$ cat config.mk
export PLATFORM = sky130hd
export DESIGN_NAME = flopenr_bist
export DESIGN_NICKNAME = d
export VERILOG_FILES = /design/src/rtl/flopenr_bist.sv
export SDC_FILE = /design/constraint.sdc
export NUM_CORES = 1
export LEC_CHECK = 0
export CAP_MARGIN = 40
export CORE_AREA = 5 5 93 52
export DETAILED_ROUTE_END_ITERATION = 12
export DIE_AREA = 0 0 98 57
export GPL_ROUTABILITY_DRIVEN = 0
export PLACE_DENSITY_LB_ADDON = 0.12
export SETUP_SLACK_MARGIN = 0.4
export SLEW_MARGIN = 20
export SYNTH_ARGS = -nofsm -noshare
export SYNTH_HDL_FRONTEND = slang
export SYNTH_SLANG_ARGS = --single-unit
$ cat constraint.sdc
create_clock -name clk -period 1.9 [get_ports clk]
set_input_delay 0.38 -clock clk [delete_from_list [all_inputs] [get_ports clk]]
set_output_delay 0.38 -clock clk [all_outputs]
set_load 0.02 [all_outputs]
$ cat src/rtl/flopenr_bist.sv
`default_nettype none
// ============================================================================
//  Module   : flopenr_bist
//  Purpose  : Built-in self-test engine for an enabled, resettable register
//             (flopenr). Generates LFSR-driven en/d/reset vectors and drives
//             them into the register under test. Checks the register's q one
//             cycle later against an internal golden model. Counts mismatches
//             with saturation and reports pass/fail when the run completes.
//  Ports    :
//    clk        in   clock
//    rst        in   synchronous, active-low reset
//    start      in   one-cycle pulse, starts a run from IDLE or DONE
//    dut_rst    out  active-high reset to the register under test
//    dut_en     out  enable to the register under test
//    dut_d      out  [WIDTH] data to the register under test
//    dut_q      in   [WIDTH] output of the register under test
//    busy       out  high while vectors are applied or checked
//    done       out  high from run completion until next start or reset
//    pass       out  valid with done; 1 when no mismatch was seen
//    err_count  out  [ERRW] saturating mismatch count
//    vec_index  out  [clog2(NUM_VECTORS)] index of the vector being driven
//  Revision : 1.0 - initial release
// ============================================================================
module flopenr_bist #(
  parameter int unsigned WIDTH       = 1,
  parameter int unsigned NUM_VECTORS = 16,
  parameter logic [15:0] SEED        = 16'hACE1,
  parameter int unsigned RST_AT      = 7,
  parameter int unsigned ERRW        = 8
) (
  input  logic                           clk,
  input  logic                           rst,
  input  logic                           start,
  output logic                           dut_rst,
  output logic                           dut_en,
  output logic [WIDTH-1:0]               dut_d,
  input  logic [WIDTH-1:0]               dut_q,
  output logic                           busy,
  output logic                           done,
  output logic                           pass,
  output logic [ERRW-1:0]                err_count,
  output logic [$clog2(NUM_VECTORS)-1:0] vec_index
);

  localparam int unsigned IDXW = $clog2(NUM_VECTORS);

  // A zero seed would lock the LFSR at zero, so it is replaced.
  localparam logic [15:0]     SEED_EFF = (SEED == 16'h0000) ? 16'hACE1 : SEED;
  localparam logic [IDXW-1:0] LAST_IDX = IDXW'(NUM_VECTORS - 1);

  typedef enum logic [1:0] {
    S_IDLE  = 2'd0,
    S_APPLY = 2'd1,
    S_DRAIN = 2'd2,
    S_DONE  = 2'd3
  } state_t;

  // 16-bit Fibonacci LFSR, taps 16,14,13,11, shifting toward bit 0.
  function automatic logic [15:0] lfsr_next(input logic [15:0] s);
    return {s[0] ^ s[2] ^ s[3] ^ s[5], s[15:1]};
  endfunction

  state_t           state_q, state_d;
  logic [15:0]      lfsr_q, lfsr_d;
  logic [IDXW-1:0]  idx_q, idx_d;
  logic [WIDTH-1:0] model_q, model_d;
  logic             dut_rst_q, dut_rst_d;
  logic             dut_en_q, dut_en_d;
  logic [WIDTH-1:0] dut_d_q, dut_d_d;
  logic             busy_q, busy_d;
  logic             done_q, done_d;
  logic             pass_q, pass_d;
  logic [ERRW-1:0]  err_q, err_d;

  logic             w_mismatch;
  logic [ERRW-1:0]  w_err_inc;

  // Written so that an unknown equality result falls through to the
  // mismatch default: X/Z on dut_q is treated as a failure.
  always_comb begin
    w_mismatch = 1'b1;
    if (dut_q == model_q) begin
      w_mismatch = 1'b0;
    end
  end

  assign w_err_inc = (&err_q) ? err_q : err_q + ERRW'(1);

  always_ff @(posedge clk) begin
    if (!rst) begin
      state_q   <= S_IDLE;
      lfsr_q    <= SEED_EFF;
      idx_q     <= '0;
      model_q   <= '0;
      dut_rst_q <= 1'b0;
      dut_en_q  <= 1'b0;
      dut_d_q   <= '0;
      busy_q    <= 1'b0;
      done_q    <= 1'b0;
      pass_q    <= 1'b0;
      err_q     <= '0;
    end else begin
      state_q   <= state_d;
      lfsr_q    <= lfsr_d;
      idx_q     <= idx_d;
      model_q   <= model_d;
      dut_rst_q <= dut_rst_d;
      dut_en_q  <= dut_en_d;
      dut_d_q   <= dut_d_d;
      busy_q    <= busy_d;
      done_q    <= done_d;
      pass_q    <= pass_d;
      err_q     <= err_d;
    end
  end

  always_comb begin
    state_d   = state_q;
    lfsr_d    = lfsr_q;
    idx_d     = idx_q;
    model_d   = model_q;
    dut_rst_d = dut_rst_q;
    dut_en_d  = dut_en_q;
    dut_d_d   = dut_d_q;
    busy_d    = busy_q;
    done_d    = done_q;
    pass_d    = pass_q;
    err_d     = err_q;

    case (state_q)
      S_IDLE, S_DONE: begin
        if (start) begin
          // Every run replays the same sequence from the seed.
          state_d   = S_APPLY;
          busy_d    = 1'b1;
          done_d    = 1'b0;
          pass_d    = 1'b0;
          err_d     = '0;
          idx_d     = '0;
          dut_rst_d = 1'b1;
          dut_en_d  = SEED_EFF[0];
          dut_d_d   = SEED_EFF[WIDTH:1];
          lfsr_d    = lfsr_next(SEED_EFF);
        end
      end

      S_APPLY: begin
        // dut_q now reflects the vector applied in the previous cycle, which
        // model_q also holds; vector 0 has no predecessor to check.
        if ((idx_q != '0) && w_mismatch) begin
          err_d = w_err_inc;
        end

        // Model captures the currently driven vector on the same edge as
        // the register under test.
        if (dut_rst_q) begin
          model_d = '0;
        end else if (dut_en_q) begin
          model_d = dut_d_q;
        end

        if (idx_q != LAST_IDX) begin
          idx_d     = idx_q + IDXW'(1);
          dut_rst_d = ((32'(idx_q) + 32'd1) == RST_AT);
          dut_en_d  = lfsr_q[0];
          dut_d_d   = lfsr_q[WIDTH:1];
          lfsr_d    = lfsr_next(lfsr_q);
        end else begin
          // dut_d is held; with en and rst low the register keeps its value.
          state_d   = S_DRAIN;
          dut_rst_d = 1'b0;
          dut_en_d  = 1'b0;
        end
      end

      S_DRAIN: begin
        // Last vector's result; pass must include this compare.
        if (w_mismatch) begin
          err_d = w_err_inc;
        end
        pass_d  = (err_q == '0) && !w_mismatch;
        state_d = S_DONE;
        busy_d  = 1'b0;
        done_d  = 1'b1;
      end

      default: begin
        state_d = S_IDLE;
      end
    endcase
  end

  assign dut_rst   = dut_rst_q;
  assign dut_en    = dut_en_q;
  assign dut_d     = dut_d_q;
  assign busy      = busy_q;
  assign done      = done_q;
  assign pass      = pass_q;
  assign err_count = err_q;
  assign vec_index = idx_q;

endmodule
`default_nettype wire
==> results of run 1 <==
==> tightest hold or removal path: cells and delay by family (launching register included) <==
| kind | cells | cell delay [ns] |
|---|---|---|
| and+or+nand+nor | 1 | 0.05 |
| DFF | 1 | 0.34 |
| AOI/OAI and AO/OA | 1 | 0.06 |
==> final cells by class <==
class	instances	area, um2
Clock buffer	6	72.6
Clock inverter	2	10.0
Fill cell	344	1520
Inverter	9	36.3
Multi-Input combinational cell	149	1260
Sequential cell	37	774
Tap cell	57	71.3
Timing Repair Buffer	38	323
==> kinds of logic after synthesis <==
kind of cell    synth area share [%]
simple gates                    21.3
compound gates                  23.7
flops                           40.7
buf+inv                         5.30
fa+ha+maj                       5.50
xor+xnor                        2.89
mux                            0.550
==> metal layers <==
metal	GRT usage [%]	vias up	share of wire (%)
met2	26.1	61	42
met4	3.55	0	0.29
li1	-	837	-
met3	5.13	6	7.3
met1	27.4	817	50
met5	0	-	0
==> how the worst min path moves through the flow <==
stage | start | end | cells past startpoint
6_report | lfsr_q[6]$_SDFFE_PN1P_ | lfsr_q[6]$_SDFFE_PN1P_ | 2
5_1_grt | dut_d$_SDFFE_PN0P_ | dut_d$_SDFFE_PN0P_ | 2
4_1_cts | lfsr_q[6]$_SDFFE_PN1P_ | lfsr_q[6]$_SDFFE_PN1P_ | 2
3_5_place_dp | lfsr_q[6]$_SDFFE_PN1P_ | lfsr_q[6]$_SDFFE_PN1P_ | 2
3_3_place_gp | pass$_SDFFE_PN0P_ | pass$_SDFFE_PN0P_ | 2
2_1_floorplan | lfsr_q[7]$_SDFFE_PN1P_ | lfsr_q[7]$_SDFFE_PN1P_ | 1
==> power by group through the flow <==
stage | registers [mW] | clock network [mW] | logic [mW]
3_5_place_dp | 1.12 | 0 | 1.63
2_1_floorplan | 1.16 | 0 | 1.17
5_1_grt | 1.15 | 0.573 | 2.21
4_1_cts | 1.12 | 0.539 | 1.89
6_report | 1.13 | 0.531 | 2.04
3_3_place_gp | 1.11 | 0 | 1.59
==> sequential cells by signal, summed over array words and instances, names as in the netlist <==
| name | flops |
|---|---|
| busy | 1 |
| done | 1 |
| dut_d | 1 |
| dut_en | 1 |
| dut_rst | 1 |
| err_count | 8 |
| lfsr_q | 16 |
| model_q | 1 |
| pass | 1 |
| state_q | 2 |
| vec_index | 4 |
==> cell usage in the layout, fill, tap and decap left out, types with 4 or more instances in the layout <==
cell	count
dfxtp_1	24
nand2_1	17
dlygate4sd2_1	17
buf_4	16
nor2_1	14
a21oi_1	12
nand3_1	8
inv_1	7
dfxtp_4	7
dfxtp_2	6
o21ai_2	5
o221a_4	5
a22oi_1	5
a31oi_1	5
clkbuf_8	5
a221o_1	4
nand4b_1	4
nor3_1	4
o21ai_0	4
==> timing repair <==
item | CTS | global route
hold buffers | 0 | 0
buffers inserted | 5 | 1
gates resized for setup | 49 | 26
setup endpoints to repair | 54 | 37
pin swaps | 3 | 11
==> flow_summary.yaml, run 1 <==
finish:
  final_util_pct: 62.6
  syn2layout_area_growth_pct: 39.9
  fin_nets: 252
  final_layout_size_suffix_gt1_share_pct: 33.2
  antennaDiodeCount: 0
  final_area_um2: 2540
  layoutNonFillerInstCount: 298
power_and_ir_drop:
  irDropWorstVdd_mv: 0.715
  comb_power_share_pct: 55.1
  power.internal_mw: 2.13
  powerDensity_nw_per_um2: 1450
  seq_power_share_pct: 30.5
  p_sw_mw: 1.57
  p_leak_nw: 1.03
  power_mw: 3.70
  clkPwrFrac_pct: 14.4
  switching_share_pct: 42.5
global_routing:
  grt_pass1_wl_um: 8140
  overflow: 0
  track_usage_pct: 18.3
  grt_pass1_vias: 1551
  grt_max_degree: 21
  antenna_found_initial: 0
critical_path:
  slowest_stage: "a221o_1"
  worstSetupPathDepth: 5
  worstSetupPathType: "register to register"
  ff2ff_path_depth: 5
  rrSetupSlack_ns: 0.29
  regToRegStartpoint: "state_q[0]$_SDFFE_PN0P_"
  timing.critical_path.from: "state_q[0]$_SDFFE_PN0P_"
  cp.arrival_ns: 1.77
  r2r_end: "lfsr_q[7]$_SDFFE_PN1P_"
  cpPeakStageDelay_ns: 0.39
  path_max_fanout: 13
  cp_cell_sequence: "inv_4 > ha_4 > mux2i_4 > o21bai_4 > a221o_1"
  cp-start-kind: "register"
  worst-path-buf-inv: 1
  endpoint: "lfsr_q[7]$_SDFFE_PN1P_"
  cp.required_ns: 2.06
  critPathTopFamily: "compound AO/OA/AOI/OAI gates"
  end_kind: "register"
synth:
  syn_area_um2: 1820
  synth_area_per_cell_um2: 8.75
  ys_seq_area_share_pct: 40.7
  synth-warning-count: 0
  synth_cell_type_count: 42
  synth_ff_type: "dfxtp_1"
  synth_top_area_cell: "dfxtp_1"
  synth_top_area_share_pct: 40.7
  synth_edf_count: 0
  synth_most_common_cell: "dfxtp_1"
  netlist_instances: 208
  async_flop_share_pct: 0
  syn-num-nets: 220
  netlist_top_cells_count: "dfxtp_1, nand2_1, nor2_1"
  synth-seq-cells: 37
  synth.area.top_cells: "dfxtp_1, ha_1, o221a_2"
drt:
  wire_per_inst_um: 17.2
  initialDrtViolationCount: 127
  drt_pass1_iterations: 4
  ant_nets: 0
  vias: 1721
  drc: 0
  routed_wl_um: 5110
  vias_per_cell: 5.78
placement:
  post-dp-hpwl_um: 3610
  io_buffers: 21
  dp_slack_ns: -0.0665
  placed_cell_area_um2: 2210
  dp.cells: 284
timing:
  finalSetupTns_ns: 0
  slew_headroom_pct: 54.3
  rsz0062_at_grt: "true"
  holdWs_ns: 0.474
  fmax_mhz: 622
  fin_ws_ns: 0.293
  worst_pin_slew_ns: 0.685
  finalClockSkew_ns: 0.00861
  finalSetupViolations: 0
  drv_slew: 0
  period_needed_ns: 1.61
  hold_viol_final: 0
  fin_crit_sh_pct: 84.6
job:
  max-cap-violations: 0
clocking:
  cts_buffers: 5
  cts_root_buf: "clkbuf_8"
  htreeDepth: 2
  insertion_delay_ns: 0.29
  cts.clk_slew.worst_paths_ns: 0.07
  clockBufferDepth: 2
  cts_tree: "done"
  clock-sinks: 37
floorplan:
  die_x_um: 98
  coreArea_um2: 4060
  fp.dieH_um: 57
  die_area_um2: 5590
  fp-row-count: 17
  start_util_pct: 44.8
  ios: 22
status:
  status: "complete, no violations"
worst_hold_path:
  hp-class: "register to register"
No activity file was read; power rests on OpenSTA's default activity.
==> run 2: changes to the inputs <==
==> constraint.sdc (replaced) <==
create_clock -name clk -period 1.3 [get_ports clk]
set_input_delay 0.26 -clock clk [delete_from_list [all_inputs] [get_ports clk]]
set_output_delay 0.26 -clock clk [all_outputs]
set_load 0.02 [all_outputs]
==> flow_summary.yaml, run 2 (synthesized netlist as in run 1, its figures left out) <==
finish:
  fill_cells: 250
  final_cell_mix: "buf_4, buf_6, dfxtp_1, nand2_1"
  layout_commonest_cell: "buf_4"
  largest_register: "lfsr_q"
  syn2layout_area_growth_pct: 77.0
  fin_nets: 301
  antennaDiodeCount: 0
  largest_reg_flops: 16
  final_util_pct: 79.3
  final_area_um2: 3220
  final_layout_size_suffix_gt1_share_pct: 61.6
timing:
  fin_crit_sh_pct: 125
  finalClockSkew_ns: 0.00704
  period_needed_ns: 1.63
  fmax_mhz: 615
  finalSetupViolations: 36
  slew_headroom_pct: 75.8
  drv_slew: 0
  holdWs_ns: 0.497
  worst_pin_slew_ns: 0.362
  rsz0062_at_grt: "true"
  fin_ws_ns: -0.327
  hold_viol_final: 0
clocking:
  cts_root_buf: "clkbuf_8"
  htreeDepth: 2
  cts_buffers: 5
  cts-hold-fix-buffers: 0
  cts.clk_slew.worst_paths_ns: 0.07
  clockBufferDepth: 2
  insertion_delay_ns: 0.30
  clock-sinks: 37
  cts_tree: "done"
critical_path:
  worstSetupPathDepth: 7
  worst-path-buf-inv: 2
  end_kind: "register"
  critPathTopFamily: "compound AO/OA/AOI/OAI gates"
  ff2ff_path_depth: 7
  cp_cell_sequence: "inv_1 > ha_4 > nor3b_4 > o21ai_2 > buf_4 > nand4b_1 > o32ai_2"
  slowest_stage: "dfxtp_2"
  cp.required_ns: 1.48
  timing.critical_path.from: "vec_index[1]$_SDFFE_PN0P_"
  endpoint: "err_count[1]$_SDFFE_PN0P_"
  cpPeakStageDelay_ns: 0.34
  rrSetupSlack_ns: -0.33
  path_max_fanout: 3
  r2r_end: "err_count[1]$_SDFFE_PN0P_"
  cp-start-kind: "register"
  regToRegStartpoint: "vec_index[1]$_SDFFE_PN0P_"
  cp.arrival_ns: 1.81
  worstSetupPathType: "register to register"
placement:
  placed_cell_area_um2: 2490
  io_buffers: 21
  post-dp-hpwl_um: 4000
  dp_slack_ns: -0.619
global_routing:
  track_usage_pct: 22.9
  grt_pass1_wl_um: 10100
  overflow: 0
  grt_max_degree: 20
  grt_pass1_vias: 1910
  antenna_found_initial: 0
status:
  violations: "negative setup slack"
  status: "finished, violations left"
floorplan:
  die_area_um2: 5590
  start_util_pct: 44.8
  ios: 22
  die_x_um: 98
  fp.dieH_um: 57
  fp-row-count: 17
  coreArea_um2: 4060
power_and_ir_drop:
  powerDensity_nw_per_um2: 2090
  power_mw: 6.72
  p_leak_nw: 1.29
  irDropWorstVdd_mv: 1.32
drt:
  ant_nets: 0
  vias: 2094
  wire_per_inst_um: 20.5
  vias_per_cell: 6.05
  initialDrtViolationCount: 188
  routed_wl_um: 7110
  drt_pass1_iterations: 5
  drc: 0
worst_hold_path:
  hp-class: "register to register"
job:
  max-cap-violations: 0
==> run 2: changes by cell type in the layout (fill, tap and decap cells not counted), sizes merged, moves of 2 or more <==
cell / before / now
clkinv: 2 / 0
buf: 17 / 82
dlygate4sd2: 17 / 1
clkdlybuf4s15: 2 / 0
==> run 2: worst register-to-register path, cell delays in order (launching register included) <==
cell,delay (ns)
dfxtp_2,0.34
inv_1,0.06
ha_4,0.16
nor3b_4,0.17
o21ai_2,0.25
buf_4,0.18
nand4b_1,0.17
o32ai_2,0.19
==> run 2: how the worst min path moves through the flow <==
stage | start | endpoint | slack [ns] | depth (start not counted)
CTS | pass$_SDFFE_PN0P_ | pass$_SDFFE_PN0P_ | 0.47 | 2
detailed placement | pass$_SDFFE_PN0P_ | pass$_SDFFE_PN0P_ | 0.45 | 2
floorplan | lfsr_q[7]$_SDFFE_PN1P_ | lfsr_q[7]$_SDFFE_PN1P_ | 0.45 | 1
finish | lfsr_q[8]$_SDFFE_PN0P_ | lfsr_q[7]$_SDFFE_PN1P_ | 0.50 | 1
global placement | pass$_SDFFE_PN0P_ | pass$_SDFFE_PN0P_ | 0.45 | 2
global route | lfsr_q[8]$_SDFFE_PN0P_ | lfsr_q[7]$_SDFFE_PN1P_ | 0.51 | 1
==> run 2: final cells by class <==
class,count,area (um2),area share [%]
clock buffer,6,82.6,2.56
inverter,9,37.5,1.17
multi-input combinational,151,1440,44.8
timing repair buffer,85,796,24.7
sequential,37,783,24.3
tap,57,71.3,2.21
clock inverter,1,6.26,0.194
==> run 2: power breakdown <==
group          internal, mW  switching [mW]  leakage, nW
combinational          2.02            2.21        0.929
clock                 0.421           0.423       0.0476
sequential             1.42           0.229        0.314
==> run 2: repair_timing <==
item | in CTS | in global routing
buffers inserted | 10 | 9
cloned | 1 | 1
pin swaps | 13 | 25
gates resized for setup | 163 | 51
setup endpoints to repair | 55 | 55
==> run 2: routing by layer <==
metal	global-route usage (%)	share of wire [%]
met5	0	0
met4	5.72	2.6
met3	5.86	7.5
met2	34.2	45
met1	33.1	45
==> run 2: per-stage QoR <==
stage	cells	setup TNS, ns
5_1_grt	346	-10.10
6_report	346	-8.54
3_5_place_dp	318	-15.80
3_3_place_gp	318	-14.54
4_1_cts	336	-7.04
2_1_floorplan	208	-8.93
